<file path="src/rtl/prg_saver_if.sv">
// ============================================================================
// Module  : prg_saver_if
// Brief   : RAM read port and byte stream bundle between prg_saver and its
//           environment (RAM model / HPS upload sink).
// Revision: 1.0 - initial release
// ============================================================================
`default_nettype none

interface prg_saver_if;
  logic [15:0] ram_addr;
  logic        ram_rd;
  logic [7:0]  ram_dout;
  logic [7:0]  out_data;
  logic        out_valid;
  logic        out_ready;

  modport master (
    output ram_addr, ram_rd, out_data, out_valid,
    input  ram_dout, out_ready
  );

  modport slave (
    input  ram_addr, ram_rd, out_data, out_valid,
    output ram_dout, out_ready
  );
endinterface

`default_nettype wire

</file>
<file path="src/rtl/prg_saver.sv">
// ============================================================================
// Module  : prg_saver
// Brief   : Captures the BASIC program from C16 main RAM as a PRG byte stream
//           (2-byte load address followed by bytes [start, end-1]).
// Revision: 1.0 - initial release
// ============================================================================
`default_nettype none

module prg_saver #(
  parameter logic [15:0] PTR_START = 16'h002B,
  parameter logic [15:0] PTR_END   = 16'h002D,
  parameter int          RAM_LAT   = 1
) (
  input  wire logic        clk_sys,
  input  wire logic        reset,
  input  wire logic        start,
  input  wire logic        abort,
  prg_saver_if.master      bus,
  output logic             busy,
  output logic             done,
  output logic             err,
  output logic [16:0]      byte_cnt
);

  localparam logic [1:0] c_lat = 2'(RAM_LAT);

  typedef enum logic [3:0] {
    S_IDLE, S_PTR_RD, S_PTR_WAIT, S_HDR0, S_HDR1,
    S_DAT_RD, S_DAT_WAIT, S_DAT_OUT, S_DONE
  } state_t;

  state_t      r_state, w_state_nxt;
  logic [1:0]  r_wait;
  logic [1:0]  r_idx;
  logic [15:0] r_s;
  logic [7:0]  r_e_lo;
  logic [15:0] r_cur;
  logic [15:0] r_rem;
  logic [7:0]  r_data;
  logic [15:0] r_addr_hold;
  logic [15:0] w_ptr_addr;
  logic [15:0] w_e_full;
  logic        w_lat_hit;
  logic        w_accept;
  logic        w_go;

  assign w_lat_hit = (r_wait == c_lat);
  assign w_accept  = bus.out_valid && bus.out_ready;
  assign w_go      = (r_state == S_IDLE) && start && !abort;
  assign w_e_full  = {bus.ram_dout, r_e_lo};

  always_comb begin
    case (r_idx)
      2'd0:    w_ptr_addr = PTR_START;
      2'd1:    w_ptr_addr = PTR_START + 16'd1;
      2'd2:    w_ptr_addr = PTR_END;
      default: w_ptr_addr = PTR_END + 16'd1;
    endcase
  end

  // Address is driven live during a read strobe and held afterwards.
  assign bus.ram_addr  = (r_state == S_PTR_RD) ? w_ptr_addr :
                         (r_state == S_DAT_RD) ? r_cur : r_addr_hold;
  assign bus.ram_rd    = (r_state == S_PTR_RD) || (r_state == S_DAT_RD);
  assign bus.out_valid = (r_state == S_HDR0) || (r_state == S_HDR1) ||
                         (r_state == S_DAT_OUT);
  assign bus.out_data  = (r_state == S_HDR0)    ? r_s[7:0]  :
                         (r_state == S_HDR1)    ? r_s[15:8] :
                         (r_state == S_DAT_OUT) ? r_data    : 8'h00;
  assign busy          = (r_state != S_IDLE) && (r_state != S_DONE);
  assign done          = (r_state == S_DONE);

  always_ff @(posedge clk_sys) begin
    if (reset) r_state <= S_IDLE;
    else       r_state <= w_state_nxt;
  end

  always_comb begin
    w_state_nxt = r_state;
    case (r_state)
      S_IDLE:     if (start && !abort) w_state_nxt = S_PTR_RD;
      S_PTR_RD:   w_state_nxt = S_PTR_WAIT;
      S_PTR_WAIT: if (w_lat_hit) w_state_nxt = (r_idx == 2'd3) ? S_HDR0 : S_PTR_RD;
      S_HDR0:     if (w_accept) w_state_nxt = S_HDR1;
      S_HDR1:     if (w_accept) w_state_nxt = (r_rem == 16'd0) ? S_DONE : S_DAT_RD;
      S_DAT_RD:   w_state_nxt = S_DAT_WAIT;
      S_DAT_WAIT: if (w_lat_hit) w_state_nxt = S_DAT_OUT;
      S_DAT_OUT:  if (w_accept) w_state_nxt = (r_rem == 16'd1) ? S_DONE : S_DAT_RD;
      S_DONE:     w_state_nxt = S_IDLE;
      default:    w_state_nxt = S_IDLE;
    endcase
    if (abort && (r_state != S_IDLE)) w_state_nxt = S_IDLE;
  end

  always_ff @(posedge clk_sys) begin
    if (reset) begin
      r_wait      <= 2'd0;
      r_idx       <= 2'd0;
      r_s         <= 16'd0;
      r_e_lo      <= 8'd0;
      r_cur       <= 16'd0;
      r_rem       <= 16'd0;
      r_data      <= 8'd0;
      r_addr_hold <= 16'd0;
      err         <= 1'b0;
      byte_cnt    <= 17'd0;
    end else begin
      r_addr_hold <= bus.ram_addr;
      if (w_go) begin
        err      <= 1'b0;
        byte_cnt <= 17'd0;
        r_idx    <= 2'd0;
      end
      // Abort discards any in-flight read and leaves err/byte_cnt untouched.
      if (!abort) begin
        if (bus.ram_rd)
          r_wait <= 2'd1;
        else if (((r_state == S_PTR_WAIT) || (r_state == S_DAT_WAIT)) && !w_lat_hit)
          r_wait <= r_wait + 2'd1;

        if ((r_state == S_PTR_WAIT) && w_lat_hit) begin
          r_idx <= r_idx + 2'd1;
          case (r_idx)
            2'd0: r_s[7:0]  <= bus.ram_dout;
            2'd1: r_s[15:8] <= bus.ram_dout;
            2'd2: r_e_lo    <= bus.ram_dout;
            default: begin
              r_cur <= r_s;
              if (w_e_full <= r_s) begin
                err   <= 1'b1;
                r_rem <= 16'd0;
              end else begin
                r_rem <= w_e_full - r_s;
              end
            end
          endcase
        end

        if ((r_state == S_DAT_WAIT) && w_lat_hit)
          r_data <= bus.ram_dout;

        if (w_accept) begin
          byte_cnt <= byte_cnt + 17'd1;
          if (r_state == S_DAT_OUT) begin
            r_cur <= r_cur + 16'd1;
            r_rem <= r_rem - 16'd1;
          end
        end
      end
    end
  end

endmodule

`default_nettype wire

</file>
<file path="src/flat_wrapper.sv">
// flat-port wrapper written by rule: the top's interface ports become plain ports
module prg_saver_flat 
#(
  parameter logic [15:0] PTR_START = 16'h002B,
  parameter logic [15:0] PTR_END   = 16'h002D,
  parameter int          RAM_LAT   = 1
)
  (clk_sys, reset, start, abort, busy, done, err, byte_cnt, bus_ram_addr, bus_ram_rd, bus_out_data, bus_out_valid, bus_ram_dout, bus_out_ready);
  prg_saver_if bus_i ();
  input  wire logic clk_sys;
  input  wire logic reset;
  input  wire logic start;
  input  wire logic abort;
  output logic busy;
  output logic done;
  output logic err;
  output logic [16:0] byte_cnt;
  output wire logic [$bits(bus_i.ram_addr)-1:0] bus_ram_addr;
  output wire logic [$bits(bus_i.ram_rd)-1:0] bus_ram_rd;
  output wire logic [$bits(bus_i.out_data)-1:0] bus_out_data;
  output wire logic [$bits(bus_i.out_valid)-1:0] bus_out_valid;
  input wire logic [$bits(bus_i.ram_dout)-1:0] bus_ram_dout;
  input wire logic [$bits(bus_i.out_ready)-1:0] bus_out_ready;
  assign bus_ram_addr = bus_i.ram_addr;
  assign bus_ram_rd = bus_i.ram_rd;
  assign bus_out_data = bus_i.out_data;
  assign bus_out_valid = bus_i.out_valid;
  assign bus_i.ram_dout = bus_ram_dout;
  assign bus_i.out_ready = bus_out_ready;
  prg_saver #(.PTR_START(PTR_START), .PTR_END(PTR_END), .RAM_LAT(RAM_LAT)) u_core (.clk_sys(clk_sys), .reset(reset), .start(start), .abort(abort), .bus(bus_i), .busy(busy), .done(done), .err(err), .byte_cnt(byte_cnt));
endmodule
</file>
<file path="config.mk">
export PLATFORM = sky130hd
export DESIGN_NAME = prg_saver_flat
export DESIGN_NICKNAME = d
export VERILOG_FILES = /design/src/rtl/prg_saver_if.sv /design/src/rtl/prg_saver.sv /design/src/flat_wrapper.sv
export SDC_FILE = /design/constraint.sdc
export NUM_CORES = 1
export LEC_CHECK = 0
export ABC_AREA = 1
export BUFFER_PORTS_ARGS = -buffer_cell sky130_fd_sc_hd__buf_2
export CELL_PAD_IN_SITES_DETAIL_PLACEMENT = 0
export CELL_PAD_IN_SITES_GLOBAL_PLACEMENT = 2
export CORE_MARGIN = 1
export CORE_UTILIZATION = 33
export CTS_CLUSTER_DIAMETER = 30
export DETAILED_ROUTE_END_ITERATION = 7
export PLACE_DENSITY = 0.78
export SLEW_MARGIN = 0
export SYNTH_ARGS = -nofsm -noshare
export SYNTH_HDL_FRONTEND = slang
export SYNTH_SLANG_ARGS = --single-unit
</file>
<file path="constraint.sdc">
create_clock -name clk_sys -period 2.3 [get_ports clk_sys]
set_input_delay 0.23 -clock clk_sys [delete_from_list [all_inputs] [get_ports clk_sys]]
set_output_delay 0.23 -clock clk_sys [all_outputs]
set_load 0.02 [all_outputs]
</file>
Word-level counts from Yosys, hierarchy flattened
Index checks and enable logic that the tools add are counted.
{ "word_totals": {"reg_bits": 106, "inputBits": 13, "out_inout_bits": 46} }
{ "op_classes": {"addsub": 6, "order_cmp": 1, "n_eq_ne": 20, "mux": 38, "bitwise_logic": 1, "reduce_logical": 28} }
{ "op_table": {"columns": ["cell", "n"], "rows": [
  ["2-to-1 mux 16 bit", 11],
  ["2-to-1 mux 17 bit", 3],
  ["2-to-1 mux 4 bit", 8],
  ["one-hot mux 4 bit (8 select lines)", 1],
  ["2-to-1 mux 8 bit", 3],
  ["adder 17 x 1 -> 17 bit (second input constant)", 1],
  ["adder 16 x 1 -> 16 bit (second input constant)", 1],
  ["equality test 16 x 1 -> 1 bit (second input constant)", 1],
  ["equality test 4 x 3 -> 1 bit (second input constant)", 4],
  ["less-or-equal comparator 16 bit", 1],
  ["zero test 16 bit", 1],
  ["subtractor 16 x 1 -> 16 bit (second input constant)", 1],
  ["subtractor 16 bit", 1],
  ["2-to-1 mux 2 bit", 6],
  ["!= test 2 x 1 -> 1 bit (second input constant)", 5],
  ["logical AND 1 bit", 9],
  ["one-hot mux 3 bit (3 select lines)", 1],
  ["AND reduction 3 bit", 3],
  ["equality test 4 x 2 -> 1 bit (second input constant)", 2],
  ["AND reduction 6 bit", 1],
  ["2-to-1 mux 1 bit", 5],
  ["adder 2 x 1 -> 2 bit (second input constant)", 2],
  ["equality test 2 x 1 -> 1 bit (second input constant)", 2],
  ["equality test 2 bit (second input constant)", 2],
  ["other kinds (14)", 19]
]} }

Longest topological paths before layout
Gate-level depths: netlist (run 1).
{ "logic_depth": {"ltp_word": 8, "mapped_depth": 16} }

Least setup slack after synthesis (run 1)
OpenSTA, ideal clock, no wires.
{ "synth_timing": {"path_kind": "register to register", "start": "reg u_core.r_e_lo[0]", "end": "reg u_core.r_rem[8]", "arrival_time_ps": 1895, "required_time_ps": 2230, "path_slack_ps": 335, "path_stages_with_launch": 17, "period_less_slack_ps": 1965, "path_cell_list": "dfxtp_1 > inv_1 > ha_1 > fa_1 > inv_1 > nand2_1 > nand2_1 > nand3_1 > nand2_1 > nand2_1 > nand2_1 > nand2_1 > nor2_1 > nand2_1 > nand2_1 > nand2_1 > a21oi_1"} }
{ "synth_via": {"elab_chain_len": 6} }
{ "synth_lines": {"columns": ["element", "line_no", "source"], "rows": [
  ["start: declaration", "prg_saver.sv:36", "logic [7:0] r_e_lo;"],
  ["start signal: assignment", "prg_saver.sv:126", "2'd2: r_e_lo <= bus.ram_dout;"],
  ["subtractor 16 bit / less-or-equal comparator 16 bit (equally long branches)", "prg_saver.sv:133, prg_saver.sv:129", null],
  ["2-to-1 mux 16 bit (*)", "prg_saver.sv:129", "if (w_e_full <= r_s) begin"],
  ["2-to-1 mux 16 bit (*)", "prg_saver.sv:123", "case (r_idx)"],
  ["2-to-1 mux 16 bit (*)", "prg_saver.sv:121", "if ((r_state == S_PTR_WAIT) && w_lat_hit) begin"],
  ["2-to-1 mux 16 bit", "prg_saver.sv:144", "if (r_state == S_DAT_OUT) begin"],
  ["2-to-1 mux 16 bit (*)", "prg_saver.sv:142", "if (w_accept) begin"],
  ["end signal: assignment", "prg_saver.sv:133", "r_rem <= w_e_full - r_s;"],
  ["end signal: assignment", "prg_saver.sv:146", "r_rem <= r_rem - 16'd1;"],
  ["end: declaration", "prg_saver.sv:38", "logic [15:0] r_rem;"]
]} }
Mark *: on every way between the ends. The rest lies on a longest branch, timed or not.
A chain may end at the register's enable or synchronous reset.

Worst setup path after layout (run 1)
{ "layout_timing": {"start": "reg u_core.r_state[3]", "end": "out bus_out_data[7]"} }
{ "layout_via": {"elab_chain_len": 4} }
{ "layout_lines": {"columns": ["element", "line_no", "source"], "rows": [
  ["start: declaration", "prg_saver.sv:32", "state_t r_state, w_state_nxt;"],
  ["start signal: assignment", "prg_saver.sv:75", "else r_state <= w_state_nxt;"],
  ["equality test 4 x 3 -> 1 bit", "prg_saver.sv:69", "(r_state == S_DAT_OUT) ? r_data : 8'h00;"],
  ["2-to-1 mux 8 bit", "prg_saver.sv:69", null],
  ["2-to-1 mux 8 bit", "prg_saver.sv:68", "(r_state == S_HDR1) ? r_s[15:8] :"],
  ["2-to-1 mux 8 bit (*)", "prg_saver.sv:67", "assign bus.out_data = (r_state == S_HDR0) ? r_s[7:0] :"],
  ["end: declaration", "flat_wrapper.sv:20", "output wire logic [$bits(bus_i.out_data)-1:0] bus_out_data;"]
]} }
Marks and branches as above.

==> results.py, run 1 <==
metrics = {
    "clock_tree": {
        "tritoncts_clock_tree": "yes",
        "htreeDepth": 3,
        "cts-buffers-inserted": 9,
        "clkSlewWorstSetupHoldPaths_ns": 0.08,
        "clk_path_buf_depth": 2,
        "cts_repair_resize_count": 0,
        "postCtsSetupBuffers": 0,
        "hold_buffers": 0,
        "numClockSinks": 106,
        "worstSkewPairLatency_ns": 0.37,
        "cts_root_buf": "clkbuf_16",
    },
    "logic_synthesis": {
        "main_flop_type_after_synthesis": "dfxtp_1",
        "syn_nets": 1106,
        "synth_warnings": 0,
        "yosysUniqueCellTypes": 47,
        "synth_area_um2": 6783,
        "syn_inst": 1065,
        "synth_edf_count": 0,
        "synth-seq-area-share": 0.3129,
        "syn_area_per_cell_um2": 6.369,
        "synth.ff_latch_count": 106,
        "async_flop_share": 0,
    },
    "min_path": {
        "hold_class": "in -> reg",
    },
    "worst_setup_path": {
        "crit_path_start_kind": "flop",
        "required_ns": 2.07,
        "worstPathMaxFanout": 5,
        "critical_path.endpoint_type": "primary output",
        "critPathKind": "reg -> out",
        "timing.critical_path.arrival_ns": 1.92,
    },
    "cells_and_area": {
        "final_layout_fill_cell_count": 2269,
        "final_common_cell": "nand2_1",
        "synthToLayoutAreaGrowth_pct": 16.69,
        "layout_common_cells": "nand2_1, inv_1, a21oi_1",
        "post_layout_nonfiller_instances": 1418,
        "final_core_density": 0.3924,
        "num-nets-final": 1182,
        "final_layout_size_suffix_gt1_frac": 0.1335,
    },
    "sta": {
        "timing.slew.headroom": 0.6029,
        "final_period_minus_worst_setup_slack_ns": 2.155,
        "final_max_slew_viols": 0,
        "finClkSkew_ns": 0.01632,
        "report.final.setup_viol": 0,
        "hold_violations": 0,
        "timing.final.crit_share": 0.9369,
        "max_freq_ghz": 0.4640,
        "timing.setup.tns_ns": 0,
        "max_slew.worst_pin.slew_ns": 0.5956,
    },
    "run_status": {
        "outcome": "finished clean",
    },
    "floorplanning": {
        "design.portCount": 59,
        "floorplan.initialDensity": 0.3363,
        "core_area_um2": 20170,
        "num_rows": 52,
        "die_area_um2": 21130,
        "fp.dieH_um": 145.4,
        "die_width_um": 145.4,
    },
    "route": {
        "drt_wl_total_mm": 21.67,
        "wire_per_inst_um": 15.28,
        "remaining_drc_errors": 0,
        "detail_route.iter0.violations": 362,
        "drt-vias-per-instance": 4.816,
        "drt.antenna.violating_nets": 0,
        "drtPass1Iterations": 5,
        "routed-via-count": 6829,
    },
    "global_route": {
        "grt.met2_usage": 0.3353,
        "first_global_vias": 6374,
        "grt_busiest_layer": "met2",
        "global_route.usage.met3": 0.02571,
        "use_met1": 0.3017,
        "grt_max_degree": 49,
        "grt_usage": 0.2112,
        "grt_remaining_overflow": 0,
        "first_pass_grt_wire_length_mm": 35.19,
        "grt_antenna_before_repair": 2,
    },
    "placement": {
        "port_buffers": 58,
        "place.detailed.hpwl_mm": 16.40,
        "gpl.final_weighted_congestion": 0.7992,
        "dp.cells": 1400,
    },
    "pwr": {
        "power-per-cell-area_nw_per_um2": 558.2,
        "ir_worst_vdd_mv": 0.3285,
        "power.leakage_nw": 3.568,
    },
    "flow_run": {
        "maxCapViolations": 0,
    },
}
==> stage by stage <==
step | power (W) | cell area (um2) | hold WS (ns) | worst slack [ns]
floorplan | 0.002562 | 6783 | 0.3943 | 0.3347
finish | 0.004419 | 7915 | 0.1977 | 0.1450
global route | 0.004655 | 7910 | 0.2134 | -0.008446
detailed placement | 0.002855 | 7592 | 0.4444 | 0.1299
CTS | 0.004486 | 7889 | 0.1828 | 0.03460
global placement | 0.002862 | 7592 | 0.4419 | 0.1731
==> Yosys cell counts (11+ instances only) <==
cell type / instances / area share
a21oi_1: 131 / 0.097
a31oi_1: 11 / 0.010
clkbuf_1: 23 / 0.013
dfxtp_1: 106 / 0.31
ha_1: 27 / 0.050
inv_1: 142 / 0.079
nand2_1: 277 / 0.15
nand3_1: 43 / 0.032
nor2_1: 86 / 0.048
nor3_1: 17 / 0.013
o21ai_0: 94 / 0.069
o21ai_1: 12 / 0.0089
==> state kept, by name (all words and copies together) (netlist names) <==
signal              flops
u_core.r_s             16
u_core.err              1
u_core.byte_cnt        17
u_core.r_e_lo           8
u_core.r_addr_hold     16
u_core.r_state          4
u_core.r_rem           16
u_core.r_cur           16
u_core.r_wait           2
u_core.r_data           8
u_core.r_idx            2
==> worst paths after layout <==
check | start | endpoint | slack, ns | depth (start not counted)
worst min register to register | u_core.r_data[6]$_SDFFE_PP0P_ | u_core.r_data[6]$_SDFFE_PP0P_ | 0.46 | 2
worst max-delay path | u_core.r_state[3]$_SDFFE_PP0P_ | bus_out_data[7] | 0.15 | 7
worst min-delay path | bus_ram_dout[3] | u_core.r_e_lo[3]$_SDFFE_PP0P_ | 0.20 | 3
worst max register to register | u_core.r_s[8]$_SDFFE_PP0P_ | u_core.r_rem[1]$_SDFFE_PP0N_ | 0.22 | 13
==> cells by family after synthesis <==
| group | share of synthesized area |
|---|---|
| compound gates | 0.2206 |
| xor+xnor | 0.01679 |
| fa+ha+maj | 0.05276 |
| buf+inv | 0.1088 |
| flops | 0.3129 |
| simple gates | 0.2881 |
==> layer usage <==
layer	routed length, um	vias to the layer above	share of wire
met2	9754	77	0.45
met3	510	14	0.024
met5	0	-	0
met1	11110	3103	0.51
met4	297	0	0.014
li1	-	3635	-
==> worst max-delay path, stage by stage (launching register included) <==
cell,delay (ns)
dfxtp_2,0.37
inv_1,0.16
nand3_4,0.13
nor2_4,0.18
clkinvlp_4,0.19
buf_4,0.20
o221ai_1,0.15
buf_2,0.20
==> where the power goes <==
group / switching, W / internal [W] / leakage, nW / total, W
clock: 0.000836 / 0.000772 / 0.145 / 0.00161
sequential: 0.0000549 / 0.00190 / 0.858 / 0.00196
combinational: 0.000575 / 0.000279 / 2.56 / 0.000854
total: 0.00147 / 0.00295 / 3.57 / 0.00442
==> cell type report <==
class                   count  area (um2)  area share
diodes                      2       5.005   0.0006323
clock buffers               9       225.2     0.02845
clock inverters             7       71.32    0.009010
inverters                 148       560.5     0.07082
multi-input cells         773        3939      0.4976
flip-flops and latches    106        2123      0.2683
well taps                 270       337.8     0.04268
repair buffers            103       653.1     0.08252
No activity file was read; power rests on OpenSTA's default activity.
==> inputs of run 2 (changes only) <==
--- a/config.mk
+++ b/config.mk
@@ -10,10 +10,11 @@
 export CELL_PAD_IN_SITES_DETAIL_PLACEMENT = 0
 export CELL_PAD_IN_SITES_GLOBAL_PLACEMENT = 2
 export CORE_MARGIN = 1
-export CORE_UTILIZATION = 33
+export CORE_UTILIZATION = 34
+export CTS_BUF_LIST = sky130_fd_sc_hd__clkbuf_8
 export CTS_CLUSTER_DIAMETER = 30
 export DETAILED_ROUTE_END_ITERATION = 7
-export PLACE_DENSITY = 0.78
+export PLACE_DENSITY = 0.8
 export SLEW_MARGIN = 0
 export SYNTH_ARGS = -nofsm -noshare
 export SYNTH_HDL_FRONTEND = slang
==> run 2 against run 1 <==
Against the previous run: clock skew down 0.0032 ns; first-iteration DRC count up 24%; wire length up 0.43%; critical path depth unchanged; power down 9.1%; final area down 1.7%; flip-flop and latch count unchanged; worst setup slack better by 0.0046 ns; final cell count down 0.85%; worst hold slack worse by 0.082 ns; via count up 0.28%; combinational power down 2%; critical endpoint is now bus_out_data[1].
==> results.py, run 2 (synthesized netlist as in run 1, its figures left out) <==
metrics = {
    "run_status": {
        "outcome": "finished clean",
    },
    "pwr": {
        "power_frac_comb": 0.209,
        "ir_worst_vdd_mv": 0.2485,
        "p_int_w": 0.002616,
        "power.leakage_nw": 3.493,
        "pwr-share-clk": 0.299,
        "power.net_switching_w": 0.001402,
        "share_seq_of_total_power": 0.492,
        "power-per-cell-area_nw_per_um2": 516.6,
        "power_switching_share": 0.3489,
    },
    "worst_setup_path": {
        "worstPathMaxFanout": 9,
        "critPathKind": "reg -> out",
        "timing.critical_path.arrival_ns": 1.92,
        "worst_path_dominant_cell_family": "buffers and inverters",
        "crit_path_cell_trace": "inv_1 > nand3_4 > nor2_4 > clkinv_1 > buf_4 > o221ai_1 > buf_2",
        "critical_path.slowest_cell": "dfxtp_2",
        "crit_path_max_incr_delay_ns": 0.38,
        "crit_path_start_kind": "flop",
        "critical_path.endpoint_type": "primary output",
        "timing.critical_path.buf_inv": 4,
        "required_ns": 2.07,
    },
    "sta": {
        "hold_violations": 0,
        "grt_setup_unrepaired": "no",
        "timing.final.crit_share": 0.9349,
        "timing.final.ws_setup_ns": 0.1497,
        "final_max_slew_viols": 0,
        "final_period_minus_worst_setup_slack_ns": 2.150,
        "max_freq_ghz": 0.4650,
        "report.final.setup_viol": 0,
        "max_slew.worst_pin.slew_ns": 0.5465,
        "timing.setup.tns_ns": 0,
        "timing.slew.headroom": 0.6348,
        "finClkSkew_ns": 0.01311,
    },
    "cells_and_area": {
        "final_layout_fill_cell_count": 2174,
        "final_layout_size_suffix_gt1_frac": 0.1316,
        "multiInputGateArea_um2": 3963,
        "synthToLayoutAreaGrowth_pct": 14.67,
        "regMostFlops": "u_core.byte_cnt",
        "post_layout_nonfiller_instances": 1406,
        "layout_common_cells": "nand2_1, inv_1, a21oi_1",
        "largest_register_ff_count": 17,
        "num-nets-final": 1176,
        "final_common_cell": "nand2_1",
        "area.sequential_um2": 2127,
    },
    "route": {
        "drt_wl_total_mm": 21.77,
        "detail_route.iter0.violations": 448,
        "wire_per_inst_um": 15.48,
        "drtPass1Iterations": 5,
        "routed-via-count": 6848,
        "remaining_drc_errors": 0,
        "drt-vias-per-instance": 4.871,
        "drt.antenna.violating_nets": 0,
    },
    "placement": {
        "gpl.final_weighted_congestion": 0.8250,
        "place.detailed.hpwl_mm": 16.35,
        "pre_cts_slack_ns": 0.07351,
        "dp.cells": 1389,
        "port_buffers": 58,
    },
    "global_route": {
        "grt_antenna_before_repair": 0,
        "first_pass_grt_wire_length_mm": 34.52,
        "grt_max_degree": 42,
        "grt_remaining_overflow": 0,
        "first_global_vias": 6241,
        "grt_usage": 0.2207,
    },
    "floorplanning": {
        "die_width_um": 143.2,
        "num_rows": 51,
        "fp.dieH_um": 143.2,
        "floorplan.initialDensity": 0.3474,
        "core_area_um2": 19530,
        "design.portCount": 59,
        "die_area_um2": 20520,
    },
    "clock_tree": {
        "postCtsSetupBuffers": 0,
        "clk_path_buf_depth": 2,
        "hold_buffers": 0,
        "clkSlewWorstSetupHoldPaths_ns": 0.11,
        "tritoncts_clock_tree": "yes",
        "htreeDepth": 3,
        "worstSkewPairLatency_ns": 0.40,
        "numClockSinks": 106,
        "cts-buffers-inserted": 9,
        "cts_root_buf": "clkbuf_8",
    },
    "flow_run": {
        "maxCapViolations": 0,
    },
    "min_path": {
        "hold_class": "in -> reg",
    },
}
==> run 2: timing repair <==
| item | CTS | global route |
|---|---|---|
| endpoints found under the hold margin | 0 | 0 |
| gates resized for setup | 3 | 14 |
| setup endpoints to repair | 16 | 23 |
==> run 2: stage by stage <==
step	hold slack [ns]	cell area (um2)	power (W)	utilization
2_1_floorplan	0.3943	6783	0.002562	-
3_3_place_gp	0.4406	7541	0.002855	0.3862
3_5_place_dp	0.4460	7541	0.002847	0.3862
4_1_cts	0.1011	7737	0.004055	0.3963
5_1_grt	0.09886	7775	0.004251	0.3982
6_report	0.1153	7777	0.004018	0.3983
==> run 2: layout make-up <==
type                    instances  area share
inverters                     148     0.07159
diodes                          1   0.0003218
clock buffers                  10     0.01770
clock inverters                 6    0.006274
flip-flops and latches        106      0.2735
multi-input cells             773      0.5095
repair buffers                 97     0.07851
well taps                     265     0.04263
==> run 2: per-layer routing <==
metal  vias to the layer above  part of all wire  GRT usage  routed length [um]
li1                       3627                 -          -                   -
met1                      3077              0.51     0.3182               11070
met2                       126              0.44     0.3466                9605
met3                        18             0.036    0.02314                 787
met4                         0             0.014    0.05935                 306
met5                         -                 0          0                   0
==> run 2: power groups by stage <==
stage	Sequential (W)	Combinational, W	Clock, W
floorplan	0.00199	0.000568	0
global route	0.00199	0.000958	0.00131
finish	0.00198	0.000841	0.00120
global placement	0.00201	0.000841	0
detailed placement	0.00201	0.000835	0
CTS	0.00197	0.000839	0.00124
==> run 2: path summary, 6_finish.rpt <==
path                                        from                             to  slack, ns  depth (start not counted)
setup / recovery  u_core.r_state[3]$_SDFFE_PP0P_                bus_out_data[1]       0.15                          7
hold / removal                             reset  u_core.byte_cnt[4]$_SDFF_PP0_       0.12                          2
setup reg to reg   u_core.r_e_lo[0]$_SDFFE_PP0P_   u_core.r_rem[7]$_SDFFE_PP0N_       0.24                         15
hold reg to reg    u_core.r_data[5]$_SDFFE_PP0P_  u_core.r_data[5]$_SDFFE_PP0P_       0.46                          2
==> inputs of run 3 (changes only) <==
--- a/config.mk
+++ b/config.mk
@@ -10,11 +10,11 @@
 export CELL_PAD_IN_SITES_DETAIL_PLACEMENT = 0
 export CELL_PAD_IN_SITES_GLOBAL_PLACEMENT = 2
 export CORE_MARGIN = 1
-export CORE_UTILIZATION = 34
+export CORE_UTILIZATION = 37
 export CTS_BUF_LIST = sky130_fd_sc_hd__clkbuf_8
 export CTS_CLUSTER_DIAMETER = 30
 export DETAILED_ROUTE_END_ITERATION = 7
-export PLACE_DENSITY = 0.8
+export PLACE_DENSITY = 0.86
 export SLEW_MARGIN = 0
 export SYNTH_ARGS = -nofsm -noshare
 export SYNTH_HDL_FRONTEND = slang
==> constraint.sdc (replaced) <==
create_clock -name clk_sys -period 2.6 [get_ports clk_sys]
set_input_delay 0.26 -clock clk_sys [delete_from_list [all_inputs] [get_ports clk_sys]]
set_output_delay 0.26 -clock clk_sys [all_outputs]
set_load 0.02 [all_outputs]
==> run 3 against run 2 <==
Against the previous run: final cell count decreased by 4.1%; wire length down 2.3%; worst setup slack gained 0.036 ns; utilization rose by 2.0 points; flip-flop and latch count stayed put; non-clock buffer count is 21 lower.
==> results.py, run 3 (synthesized netlist as in run 1, its figures left out) <==
metrics = {
    "route": {
        "drt-vias-per-instance": 5.103,
        "drt.antenna.violating_nets": 0,
        "routed-via-count": 6879,
        "drt_wl_total_mm": 21.27,
        "remaining_drc_errors": 0,
        "detail_route.iter0.violations": 490,
        "drtPass1Iterations": 5,
        "wire_per_inst_um": 15.78,
    },
    "cells_and_area": {
        "synthToLayoutAreaGrowth_pct": 10.81,
        "regMostFlops": "u_core.byte_cnt",
        "final_common_cell": "nand2_1",
        "post_layout_nonfiller_instances": 1348,
        "layout_common_cells": "nand2_1, inv_1, a21oi_1",
        "num-nets-final": 1155,
        "antenna_cells_inserted": 0,
        "final_layout_fill_cell_count": 2006,
        "final_layout_size_suffix_gt1_frac": 0.1055,
        "largest_register_ff_count": 17,
    },
    "sta": {
        "grt_setup_unrepaired": "no",
        "report.final.setup_viol": 0,
        "hold_ws_ns": 0.1911,
        "max_slew.worst_pin.slew_ns": 0.6388,
        "timing.final.crit_share": 0.9285,
        "max_freq_ghz": 0.4142,
        "timing.slew.headroom": 0.5737,
        "final_max_slew_viols": 0,
        "hold_violations": 0,
        "finClkSkew_ns": 0.01486,
        "timing.setup.tns_ns": 0,
        "final_period_minus_worst_setup_slack_ns": 2.414,
    },
    "worst_setup_path": {
        "critPathKind": "reg -> out",
        "required_ns": 2.34,
        "r2r_slack_ns": 0.31,
        "crit_path_cell_trace": "inv_1 > nor2_1 > nand2_1 > nor2_1 > inv_1 > o221ai_1 > buf_2",
        "crit_path_max_incr_delay_ns": 0.55,
        "crit_path_start_kind": "flop",
        "critical_path.slowest_cell": "dfxtp_1",
        "critical_path.endpoint_type": "primary output",
        "timing.critical_path.arrival_ns": 2.15,
        "worstPathMaxFanout": 7,
    },
    "clock_tree": {
        "postCtsSetupBuffers": 0,
        "clkSlewWorstSetupHoldPaths_ns": 0.12,
        "tritoncts_clock_tree": "yes",
        "numClockSinks": 106,
        "cts-buffers-inserted": 9,
        "clk_path_buf_depth": 2,
        "cts_root_buf": "clkbuf_8",
        "htreeDepth": 3,
        "worstSkewPairLatency_ns": 0.40,
    },
    "pwr": {
        "power-per-cell-area_nw_per_um2": 470.1,
        "ir_worst_vdd_mv": 0.3131,
        "power.total_w": 0.003533,
        "power.leakage_nw": 3.389,
    },
    "floorplanning": {
        "fp.dieH_um": 137.4,
        "core_area_um2": 17960,
        "die_width_um": 137.4,
        "num_rows": 49,
        "floorplan.initialDensity": 0.3776,
        "die_area_um2": 18880,
        "design.portCount": 59,
    },
    "placement": {
        "place.detailed.hpwl_mm": 15.96,
        "port_buffers": 58,
        "dp.cells": 1332,
        "gpl.final_weighted_congestion": 0.8599,
    },
    "global_route": {
        "grt_max_degree": 47,
        "grt_remaining_overflow": 0,
        "first_global_vias": 6134,
        "grt_antenna_before_repair": 2,
        "first_pass_grt_wire_length_mm": 33.46,
        "grt_usage": 0.2327,
    },
    "run_status": {
        "outcome": "finished clean",
    },
    "flow_run": {
        "maxCapViolations": 0,
    },
    "min_path": {
        "hold_class": "in -> reg",
    },
}
## run 3: cell type report
| cell class | instances | area [um2] | share of cell area |
|---|---|---|---|
| clock inverters | 7 | 71.32 | 0.009489 |
| inverters | 148 | 556.8 | 0.07408 |
| flip-flops and latches | 106 | 2122 | 0.2823 |
| well taps | 229 | 286.5 | 0.03812 |
| repair buffers | 76 | 425.4 | 0.05660 |
| multi-input cells | 773 | 3930 | 0.5229 |
| clock buffers | 9 | 123.9 | 0.01648 |
## run 3: critical path: cells and delay by family, from the launching register on
| kind | cells | cell delay (ns) |
|---|---|---|
| flops | 1 | 0.55 |
| simple gates | 3 | 0.53 |
| compound gates | 1 | 0.24 |
| buf+inv | 3 | 0.43 |
## run 3: per-stage QoR
stage	instance area (um2)	utilization	worst slack (ns)
2_1_floorplan	6783	-	0.6347
3_3_place_gp	7313	0.4071	0.2928
3_5_place_dp	7313	0.4071	0.2619
4_1_cts	7508	0.4180	0.1560
5_1_grt	7516	0.4184	0.02410
6_report	7516	0.4184	0.1860
## run 3: power breakdown
group	internal, W	switching (W)	total, W
clock network	0.000378	0.000702	0.00108
logic	0.000220	0.000489	0.000709
registers	0.00168	0.0000624	0.00175
total	0.00228	0.00125	0.00353
## run 3: per-layer routing
metal / GRT usage / vias up / wire length, um
met5: 0 / - / 23
met4: 0.08303 / 4 / 460
met3: 0.02649 / 34 / 714
met2: 0.3473 / 122 / 9160
met1: 0.3407 / 3127 / 10910
li1: - / 3592 / -
## run 3: repair_timing
item	4_1_cts	5_1_grt
resized for setup	0	1
hold buffers	0	0
endpoints found under the setup margin	0	1
## run 3: path summary, 6_finish.rpt
| kind | from | endpoint | cells after the start |
|---|---|---|---|
| hold reg to reg | u_core.r_data[5]$_SDFFE_PP0P_ | u_core.r_data[5]$_SDFFE_PP0P_ | 2 |
| hold / removal | abort | u_core.r_idx[1]$_SDFF_PP0_ | 4 |
| setup / recovery | u_core.r_state[0]$_SDFFE_PP0P_ | bus_ram_addr[2] | 7 |
| setup reg to reg | u_core.r_e_lo[0]$_SDFFE_PP0P_ | u_core.r_rem[13]$_SDFFE_PP0N_ | 16 |
